**src/rtl/cardinal_nic_pkg.sv**
```systemverilog
// Shared NIC/router definitions: cpu-side register map, packet field layout, status word helper.
// Packets are big-endian: bit 0 is the most significant bit of the 64-bit word.
package cardinal_nic_pkg;

   localparam int NIC_DATA_W = 64;
   localparam int NIC_ADDR_W = 2;

   typedef logic [0:NIC_DATA_W-1] nic_pkt_t;

   typedef enum logic [NIC_ADDR_W-1:0] {
      NIC_ADDR_INBUF   = 2'b00,
      NIC_ADDR_INSTAT  = 2'b01,
      NIC_ADDR_OUTBUF  = 2'b10,
      NIC_ADDR_OUTSTAT = 2'b11
   } nic_addr_e;

   localparam int PKT_VC_BIT      = 0;
   localparam int PKT_DIR_BIT     = 1;
   localparam int PKT_HOP_OFS     = 8;
   localparam int PKT_HOP_W       = 8;
   localparam int PKT_SRC_OFS     = 16;
   localparam int PKT_SRC_W       = 16;
   localparam int PKT_PAYLOAD_OFS = 32;
   localparam int PKT_PAYLOAD_W   = 32;

   // Full flag lands in bit 63, the least significant bit in big-endian numbering.
   function automatic nic_pkt_t nic_status(input logic full);
      return {{(NIC_DATA_W-1){1'b0}}, full};
   endfunction

   function automatic nic_pkt_t pkt_make(input logic vc, input logic dir,
                                         input logic [PKT_HOP_W-1:0] hop,
                                         input logic [PKT_SRC_W-1:0] src,
                                         input logic [PKT_PAYLOAD_W-1:0] payload);
      nic_pkt_t p;
      p = '0;
      p[PKT_VC_BIT] = vc;
      p[PKT_DIR_BIT] = dir;
      p[PKT_HOP_OFS +: PKT_HOP_W] = hop;
      p[PKT_SRC_OFS +: PKT_SRC_W] = src;
      p[PKT_PAYLOAD_OFS +: PKT_PAYLOAD_W] = payload;
      return p;
   endfunction

endpackage

```
**src/rtl/cardinal_nic_if.sv**
```systemverilog
// CPU register bus plus router link of one NIC. A transfer on either router direction happens on a
// clock edge where the sender's s-line and the receiver's r-line are both high in that cycle.
interface cardinal_nic_if;
   import cardinal_nic_pkg::*;

   logic [NIC_ADDR_W-1:0] nicAddr;
   nic_pkt_t              nicDataOut;
   logic                  nicEn;
   logic                  nicWrEn;
   nic_pkt_t              nicDataIn;
   logic                  net_si;
   logic                  net_ri;
   nic_pkt_t              net_di;
   logic                  net_so;
   logic                  net_ro;
   nic_pkt_t              net_do;
   logic                  net_polarity;

   modport master (
      output nicAddr, nicDataOut, nicEn, nicWrEn, net_si, net_di, net_ro, net_polarity,
      input  nicDataIn, net_ri, net_so, net_do
   );

   modport slave (
      input  nicAddr, nicDataOut, nicEn, nicWrEn, net_si, net_di, net_ro, net_polarity,
      output nicDataIn, net_ri, net_so, net_do
   );

endinterface

```
**src/rtl/nic_chan_buf.sv**
```systemverilog
// One-entry packet buffer with a full flag. Callers never assert wr and clear together:
// wr is only legal while empty, clear only while full.
module nic_chan_buf #(
   parameter int W = 64
) (
   input  logic         clk,
   input  logic         reset,
   input  logic         wr,
   input  logic [0:W-1] din,
   input  logic         clear,
   output logic [0:W-1] dout,
   output logic         full
);

   always_ff @(posedge clk) begin
      if (reset) begin
         dout <= '0;
         full <= 1'b0;
      end else if (clear) begin
         full <= 1'b0;
      end else if (wr) begin
         dout <= din;
         full <= 1'b1;
      end
   end

endmodule

```
**src/rtl/cardinal_nic.sv**
```systemverilog
// NIC between a cardinal cpu core and its ring router port: one packet buffer per direction,
// memory-mapped to the cpu, with output injection gated by ring polarity against the packet VC bit.
module cardinal_nic
   import cardinal_nic_pkg::*;
(
   input  logic          clk,
   input  logic          reset,
   cardinal_nic_if.slave bus
);

   logic     cpu_rd;
   logic     cpu_wr;
   logic     in_full;
   logic     out_full;
   nic_pkt_t in_buf;
   nic_pkt_t out_buf;
   logic     in_take;
   logic     in_clear;
   logic     out_load;
   logic     out_send;

   assign cpu_rd = bus.nicEn && !bus.nicWrEn;
   assign cpu_wr = bus.nicEn && bus.nicWrEn;

   // Reading the in-buffer while full consumes it; a write into a full out-buffer is dropped.
   assign in_clear = cpu_rd && (bus.nicAddr == NIC_ADDR_INBUF) && in_full;
   assign in_take  = bus.net_si && !in_full;
   assign out_load = cpu_wr && (bus.nicAddr == NIC_ADDR_OUTBUF) && !out_full;
   assign out_send = !reset && out_full && bus.net_ro && (out_buf[PKT_VC_BIT] == bus.net_polarity);

   assign bus.net_ri = !reset && !in_full;
   assign bus.net_so = out_send;
   assign bus.net_do = out_buf;

   nic_chan_buf #(.W(NIC_DATA_W)) u_in_buf (
      .clk   (clk),
      .reset (reset),
      .wr    (in_take),
      .din   (bus.net_di),
      .clear (in_clear),
      .dout  (in_buf),
      .full  (in_full)
   );

   nic_chan_buf #(.W(NIC_DATA_W)) u_out_buf (
      .clk   (clk),
      .reset (reset),
      .wr    (out_load),
      .din   (bus.nicDataOut),
      .clear (out_send),
      .dout  (out_buf),
      .full  (out_full)
   );

   always_comb begin
      bus.nicDataIn = '0;
      if (!reset && cpu_rd) begin
         unique case (nic_addr_e'(bus.nicAddr))
            NIC_ADDR_INBUF:   bus.nicDataIn = in_buf;
            NIC_ADDR_INSTAT:  bus.nicDataIn = nic_status(in_full);
            NIC_ADDR_OUTBUF:  bus.nicDataIn = out_buf;
            NIC_ADDR_OUTSTAT: bus.nicDataIn = nic_status(out_full);
         endcase
      end
   end

endmodule

```
**src/flat_wrapper.sv**
```systemverilog
// flat-port wrapper written by rule: the top's interface ports become plain ports
module cardinal_nic_flat import cardinal_nic_pkg::*;
  (clk, reset, bus_nicAddr, bus_nicDataOut, bus_nicEn, bus_nicWrEn, bus_net_si, bus_net_di, bus_net_ro, bus_net_polarity, bus_nicDataIn, bus_net_ri, bus_net_so, bus_net_do);
  cardinal_nic_if bus_i ();
  input  logic clk;
  input  logic reset;
  input wire logic [$bits(bus_i.nicAddr)-1:0] bus_nicAddr;
  input wire logic [$bits(bus_i.nicDataOut)-1:0] bus_nicDataOut;
  input wire logic [$bits(bus_i.nicEn)-1:0] bus_nicEn;
  input wire logic [$bits(bus_i.nicWrEn)-1:0] bus_nicWrEn;
  input wire logic [$bits(bus_i.net_si)-1:0] bus_net_si;
  input wire logic [$bits(bus_i.net_di)-1:0] bus_net_di;
  input wire logic [$bits(bus_i.net_ro)-1:0] bus_net_ro;
  input wire logic [$bits(bus_i.net_polarity)-1:0] bus_net_polarity;
  output wire logic [$bits(bus_i.nicDataIn)-1:0] bus_nicDataIn;
  output wire logic [$bits(bus_i.net_ri)-1:0] bus_net_ri;
  output wire logic [$bits(bus_i.net_so)-1:0] bus_net_so;
  output wire logic [$bits(bus_i.net_do)-1:0] bus_net_do;
  assign bus_i.nicAddr = bus_nicAddr;
  assign bus_i.nicDataOut = bus_nicDataOut;
  assign bus_i.nicEn = bus_nicEn;
  assign bus_i.nicWrEn = bus_nicWrEn;
  assign bus_i.net_si = bus_net_si;
  assign bus_i.net_di = bus_net_di;
  assign bus_i.net_ro = bus_net_ro;
  assign bus_i.net_polarity = bus_net_polarity;
  assign bus_nicDataIn = bus_i.nicDataIn;
  assign bus_net_ri = bus_i.net_ri;
  assign bus_net_so = bus_i.net_so;
  assign bus_net_do = bus_i.net_do;
  cardinal_nic u_core (.clk(clk), .reset(reset), .bus(bus_i));
endmodule
```
**config.mk**
```make
export PLATFORM = sky130hd
export DESIGN_NAME = cardinal_nic_flat
export DESIGN_NICKNAME = d
export VERILOG_FILES = /design/src/rtl/cardinal_nic_pkg.sv /design/src/rtl/cardinal_nic_if.sv /design/src/rtl/nic_chan_buf.sv /design/src/rtl/cardinal_nic.sv /design/src/flat_wrapper.sv
export SDC_FILE = /design/constraint.sdc
export NUM_CORES = 1
export LEC_CHECK = 0
export CAP_MARGIN = 5
export CORE_ASPECT_RATIO = 0.7
export CORE_MARGIN = 5
export CORE_UTILIZATION = 42
export CTS_BUF_LIST = sky130_fd_sc_hd__clkbuf_8 sky130_fd_sc_hd__clkbuf_16
export DETAILED_ROUTE_END_ITERATION = 7
export PLACE_DENSITY_LB_ADDON = 0.08
export SYNTH_ARGS = -nofsm -noshare
export SYNTH_HDL_FRONTEND = slang
export SYNTH_SLANG_ARGS = --single-unit
```
**constraint.sdc**
```tcl
create_clock -name clk -period 1.8 [get_ports clk]
set_input_delay 0.36 -clock clk [delete_from_list [all_inputs] [get_ports clk]]
set_output_delay 0.36 -clock clk [all_outputs]
set_load 0.02 [all_outputs]
```
==> reports/metrics.json <==
{
  "ctsHtreeMaxLevel": {"value": 4},
  "cp_required": {"value": 1.44, "unit": "ns"},
  "cts_tree": {"value": "yes"},
  "synth_nets": {"value": 850},
  "final-max-slew-violation-count": {"value": 0},
  "seq_power_share": {"value": 40.7, "unit": "%"},
  "timing.rr.end": {"value": "u_core.u_in_buf.dout[49]"},
  "first_global_vias": {"value": 6240},
  "tritoncts_num_sinks": {"value": 130},
  "ios": {"value": 267},
  "fp-row-count": {"value": 36},
  "layout_setup_ws": {"value": -0.2955, "unit": "ns"},
  "final_antenna_net_count": {"value": 0},
  "timing.critical_path.from_type": {"value": "input pin"},
  "grt_start_max_net_pins": {"value": 50},
  "place.detailed.instances": {"value": 1140},
  "die_x": {"value": 153.1, "unit": "um"},
  "setup_repair_after_global_routing_missed_its_margin": {"value": "yes"},
  "tritoncts.num_buffers": {"value": 17},
  "antenna_found_initial": {"value": 0},
  "portBuffers": {"value": 266},
  "p_sw_share": {"value": 24.30, "unit": "%"},
  "timing.rr.start": {"value": "u_core.u_in_buf.full"},
  "gr-usage-met2": {"value": 43.69, "unit": "%"},
  "floorplan.die.height": {"value": 110.2, "unit": "um"},
  "worst-slew-pin-transition": {"value": 0.5659, "unit": "ns"},
  "wire_length_of_the_first_global_routing_pass": {"value": 34440, "unit": "um"},
  "gpl.final_weighted_congestion": {"value": 0.8129},
  "timing.final.crit_share": {"value": 116.4, "unit": "%"},
  "drtIter0Drc": {"value": 283},
  "asyncSetResetFlopFracSynth": {"value": 0, "unit": "%"},
  "finalSetupViolCount": {"value": 64},
  "hold_viol": {"value": 0},
  "slew_headroom": {"value": 62.27, "unit": "%"},
  "area_delta_synth_final": {"value": 78.77, "unit": "%"},
  "via_total_after_detailed_routing": {"value": 6105},
  "synthesis.instances": {"value": 713},
  "core-area": {"value": 0.01401, "unit": "mm2"},
  "worst_setup_path_end_kind": {"value": "output port"},
  "total_switching_power": {"value": 0.001840, "unit": "W"},
  "post-dp-hpwl": {"value": 14230, "unit": "um"},
  "drc": {"value": 0},
  "skew": {"value": 0.007081, "unit": "ns"},
  "worstRegToRegCells": {"value": 5},
  "ir_drop": {"value": 0.0006288, "unit": "V"},
  "biggest_area_contributors_in_the_synthesized_netlist": {"value": "sky130_fd_sc_hd__dfxtp_1, sky130_fd_sc_hd__mux2i_1, sky130_fd_sc_hd__nand2_1"},
  "static-leakage-power": {"value": 4.905, "unit": "nW"},
  "number_of_synthesized_flops_with_an_enable_pin": {"value": 0},
  "drt_wirelength": {"value": 22540, "unit": "um"},
  "met1_usage": {"value": 31.80, "unit": "%"},
  "synth.cells.most_frequent": {"value": "sky130_fd_sc_hd__nand2_1, sky130_fd_sc_hd__dfxtp_1, sky130_fd_sc_hd__mux2i_1"},
  "netlist.area_leader.share": {"value": 43.22, "unit": "%"},
  "r2r_setup_slack": {"value": 0.47, "unit": "ns"},
  "synth.lib_cells_used.distinct": {"value": 23},
  "pwr-share-clk": {"value": 43.5, "unit": "%"},
  "ys_dominant_reg_cell": {"value": "sky130_fd_sc_hd__dfxtp_1"},
  "synthDominantAreaCellType": {"value": "sky130_fd_sc_hd__dfxtp_1"},
  "cp_max_fo": {"value": 5},
  "clock.fmax": {"value": 477.2, "unit": "MHz"},
  "crit_start": {"value": "bus_nicAddr[0]"},
  "grt_usage": {"value": 26.23, "unit": "%"},
  "mean_post_synth_cell_area": {"value": 8.446, "unit": "um2"},
  "final_cells": {"value": 1218},
  "fillers": {"value": 958},
  "clock-root-buffer": {"value": "sky130_fd_sc_hd__clkbuf_16"},
  "crit_type": {"value": "input pin to output port"},
  "fraction_of_layout_cells_with_a_size_suffix_above_1": {"value": 23.74, "unit": "%"},
  "global_route.overflow_total": {"value": 0},
  "critPathArrivalTime": {"value": 1.74, "unit": "ns"},
  "cell_with_the_most_instances_after_synthesis": {"value": "sky130_fd_sc_hd__nand2_1"},
  "finalWorstPathRequiredPeriod": {"value": 2.095, "unit": "ns"},
  "clock_tree.buffer_depth": {"value": 2},
  "max_cap_violations": {"value": 0},
  "die_area": {"value": 0.01687, "unit": "mm2"},
  "insertedDiodeCount": {"value": 0},
  "synth.yosys.seq_area_share": {"value": 43.22, "unit": "%"},
  "num-nets-final": {"value": 1154},
  "power.internal": {"value": 0.005730, "unit": "W"},
  "postSynthRegisterBits": {"value": 130},
  "groute.layer.met3.usage": {"value": 8.818, "unit": "%"},
  "floorplan.initialDensity": {"value": 42.99, "unit": "%"},
  "clkLatencyLatePin": {"value": 0.42, "unit": "ns"},
  "failed_checks": {"value": "setup timing"},
  "clk_pin_slew": {"value": 0.05, "unit": "ns"},
  "timing.critical_path.to": {"value": "bus_nicDataIn[48]"},
  "firstDrtPassIters": {"value": 5},
  "fin_setup_tns": {"value": -11.67, "unit": "ns"},
  "timing.hold.worst.class": {"value": "input pin to register"},
  "yosysWarnings": {"value": 0},
  "power_density_over_the_cells": {"value": 703.2, "unit": "mW/mm2"},
  "syn-cell-area": {"value": 0.006022, "unit": "mm2"},
  "grt-busiest-layer": {"value": "met2"},
  "run_status": {"value": "finished with violations"},
  "avgRoutedWirePerCell": {"value": 18.50, "unit": "um"},
  "via_per_inst": {"value": 5.012},
  "comb_power_share": {"value": 15.7, "unit": "%"}
}
-- placed cells by master, fill, tap and decap left out, types with 2 or more instances in the layout --
cell type                         netlist  layout
sky130_fd_sc_hd__a21oi_1               65      65
sky130_fd_sc_hd__buf_12                 0      32
sky130_fd_sc_hd__buf_16                 0       4
sky130_fd_sc_hd__buf_2                 30       2
sky130_fd_sc_hd__buf_4                  1      22
sky130_fd_sc_hd__buf_6                 12      82
sky130_fd_sc_hd__buf_8                  0       2
sky130_fd_sc_hd__bufinv_16              0       2
sky130_fd_sc_hd__clkbuf_16              0      17
sky130_fd_sc_hd__clkbuf_8               0       3
sky130_fd_sc_hd__clkdlybuf4s50_1        0     146
sky130_fd_sc_hd__clkinv_2               0       4
sky130_fd_sc_hd__dfxtp_1              130     128
sky130_fd_sc_hd__dfxtp_2                0       2
sky130_fd_sc_hd__dlygate4sd2_1          0      11
sky130_fd_sc_hd__dlymetal6s2s_1         0      39
sky130_fd_sc_hd__inv_1                  2       5
sky130_fd_sc_hd__mux2i_1              127     127
sky130_fd_sc_hd__nand2_1              257     257
sky130_fd_sc_hd__nor2_4                 0      62
-- per-layer routing --
metal  up-vias  routed length, um
met1      2899               9423
met2       238              10990
li1       2933                  -
met5         -                  0
met4         0                501
met3        35               1625
-- worst max-delay path, cell delays in order --
cell	delay, ns
sky130_fd_sc_hd__clkdlybuf4s15_1	0.19
sky130_fd_sc_hd__or3_4	0.41
sky130_fd_sc_hd__buf_12	0.16
sky130_fd_sc_hd__buf_12	0.13
sky130_fd_sc_hd__buf_16	0.14
sky130_fd_sc_hd__buf_6	0.12
sky130_fd_sc_hd__nor2_4	0.09
sky130_fd_sc_hd__buf_6	0.12
-- repair_timing --
| action | CTS | global route |
|---|---|---|
| pin swaps | 40 | 23 |
| setup endpoints to repair | 77 | 104 |
| buffers inserted | 36 | 10 |
| hold buffers | 0 | 0 |
| hold endpoints to repair | 0 | 0 |
| cloned | 9 | 0 |
| resized for setup | 505 | 56 |
-- per-stage QoR --
stage / power [W] / hold slack (ns) / setup WS (ns) / utilization (%) / area, um2
floorplan: 0.003620 / 0.4334 / 0.04662 / - / 6022
global placement: 0.004139 / 0.4427 / -0.8752 / 63.65 / 8916
detailed placement: 0.004161 / 0.4461 / -0.8921 / 63.65 / 8916
CTS: 0.007604 / 0.3932 / -0.2998 / 75.98 / 10640
global route: 0.007862 / 0.4423 / -0.3275 / 76.85 / 10770
finish: 0.007570 / 0.4349 / -0.2955 / 76.85 / 10770
-- sequential cells by signal, summed over array words and instances (netlist names) --
name                   count
u_core.u_out_buf.full      1
u_core.u_in_buf.full       1
u_core.u_in_buf.dout      64
u_core.u_out_buf.dout     64
-- how the worst min path moves through the flow --
stage                                        start                        to  slack [ns]  cells past startpoint
after floorplan           u_core.u_in_buf.dout[63]  u_core.u_in_buf.dout[63]        0.43                      2
after global placement    u_core.u_in_buf.dout[47]  u_core.u_in_buf.dout[47]        0.44                      2
after detailed placement  u_core.u_in_buf.dout[12]  u_core.u_in_buf.dout[12]        0.45                      2
after CTS                                    reset   u_core.u_in_buf.dout[5]        0.39                      3
after global routing                         reset   u_core.u_in_buf.dout[1]        0.44                      3
final                                        reset  u_core.u_in_buf.dout[15]        0.43                      3
-- power by group through the flow --
| stage | sequential, W | clock, W | combinational, W |
|---|---|---|---|
| finish | 0.00308 | 0.00330 | 0.00119 |
| global route | 0.00309 | 0.00349 | 0.00128 |
| detailed placement | 0.00314 | 0 | 0.00102 |
| global placement | 0.00313 | 0 | 0.00101 |
| CTS | 0.00308 | 0.00334 | 0.00118 |
| floorplan | 0.00315 | 0 | 0.000466 |
-- kinds of logic (layout without fill, tap and decap cells) --
logic type / Yosys count / in the layout / synth area share, %
AND/OR/NAND/NOR: 329 / 329 / 23.71
XOR/XNOR: 1 / 1 / 0.1455
flip-flops: 130 / 130 / 43.22
AO/OA/AOI/OAI: 67 / 67 / 5.651
buffers and inverters: 58 / 373 / 5.797
multiplexers: 128 / 128 / 21.48
-- cell type report --
class	count	area, um2	share of cell area, %
Timing Repair Buffer	341	3935	36.55
Multi-Input combinational cell	525	3416	31.73
Sequential cell	130	2605	24.20
Clock buffer	20	466.7	4.335
Tap cell	190	237.7	2.208
Clock inverter	10	95.09	0.8833
Inverter	2	10.01	0.09298
Note: power is estimated with default switching activity, not from simulation.
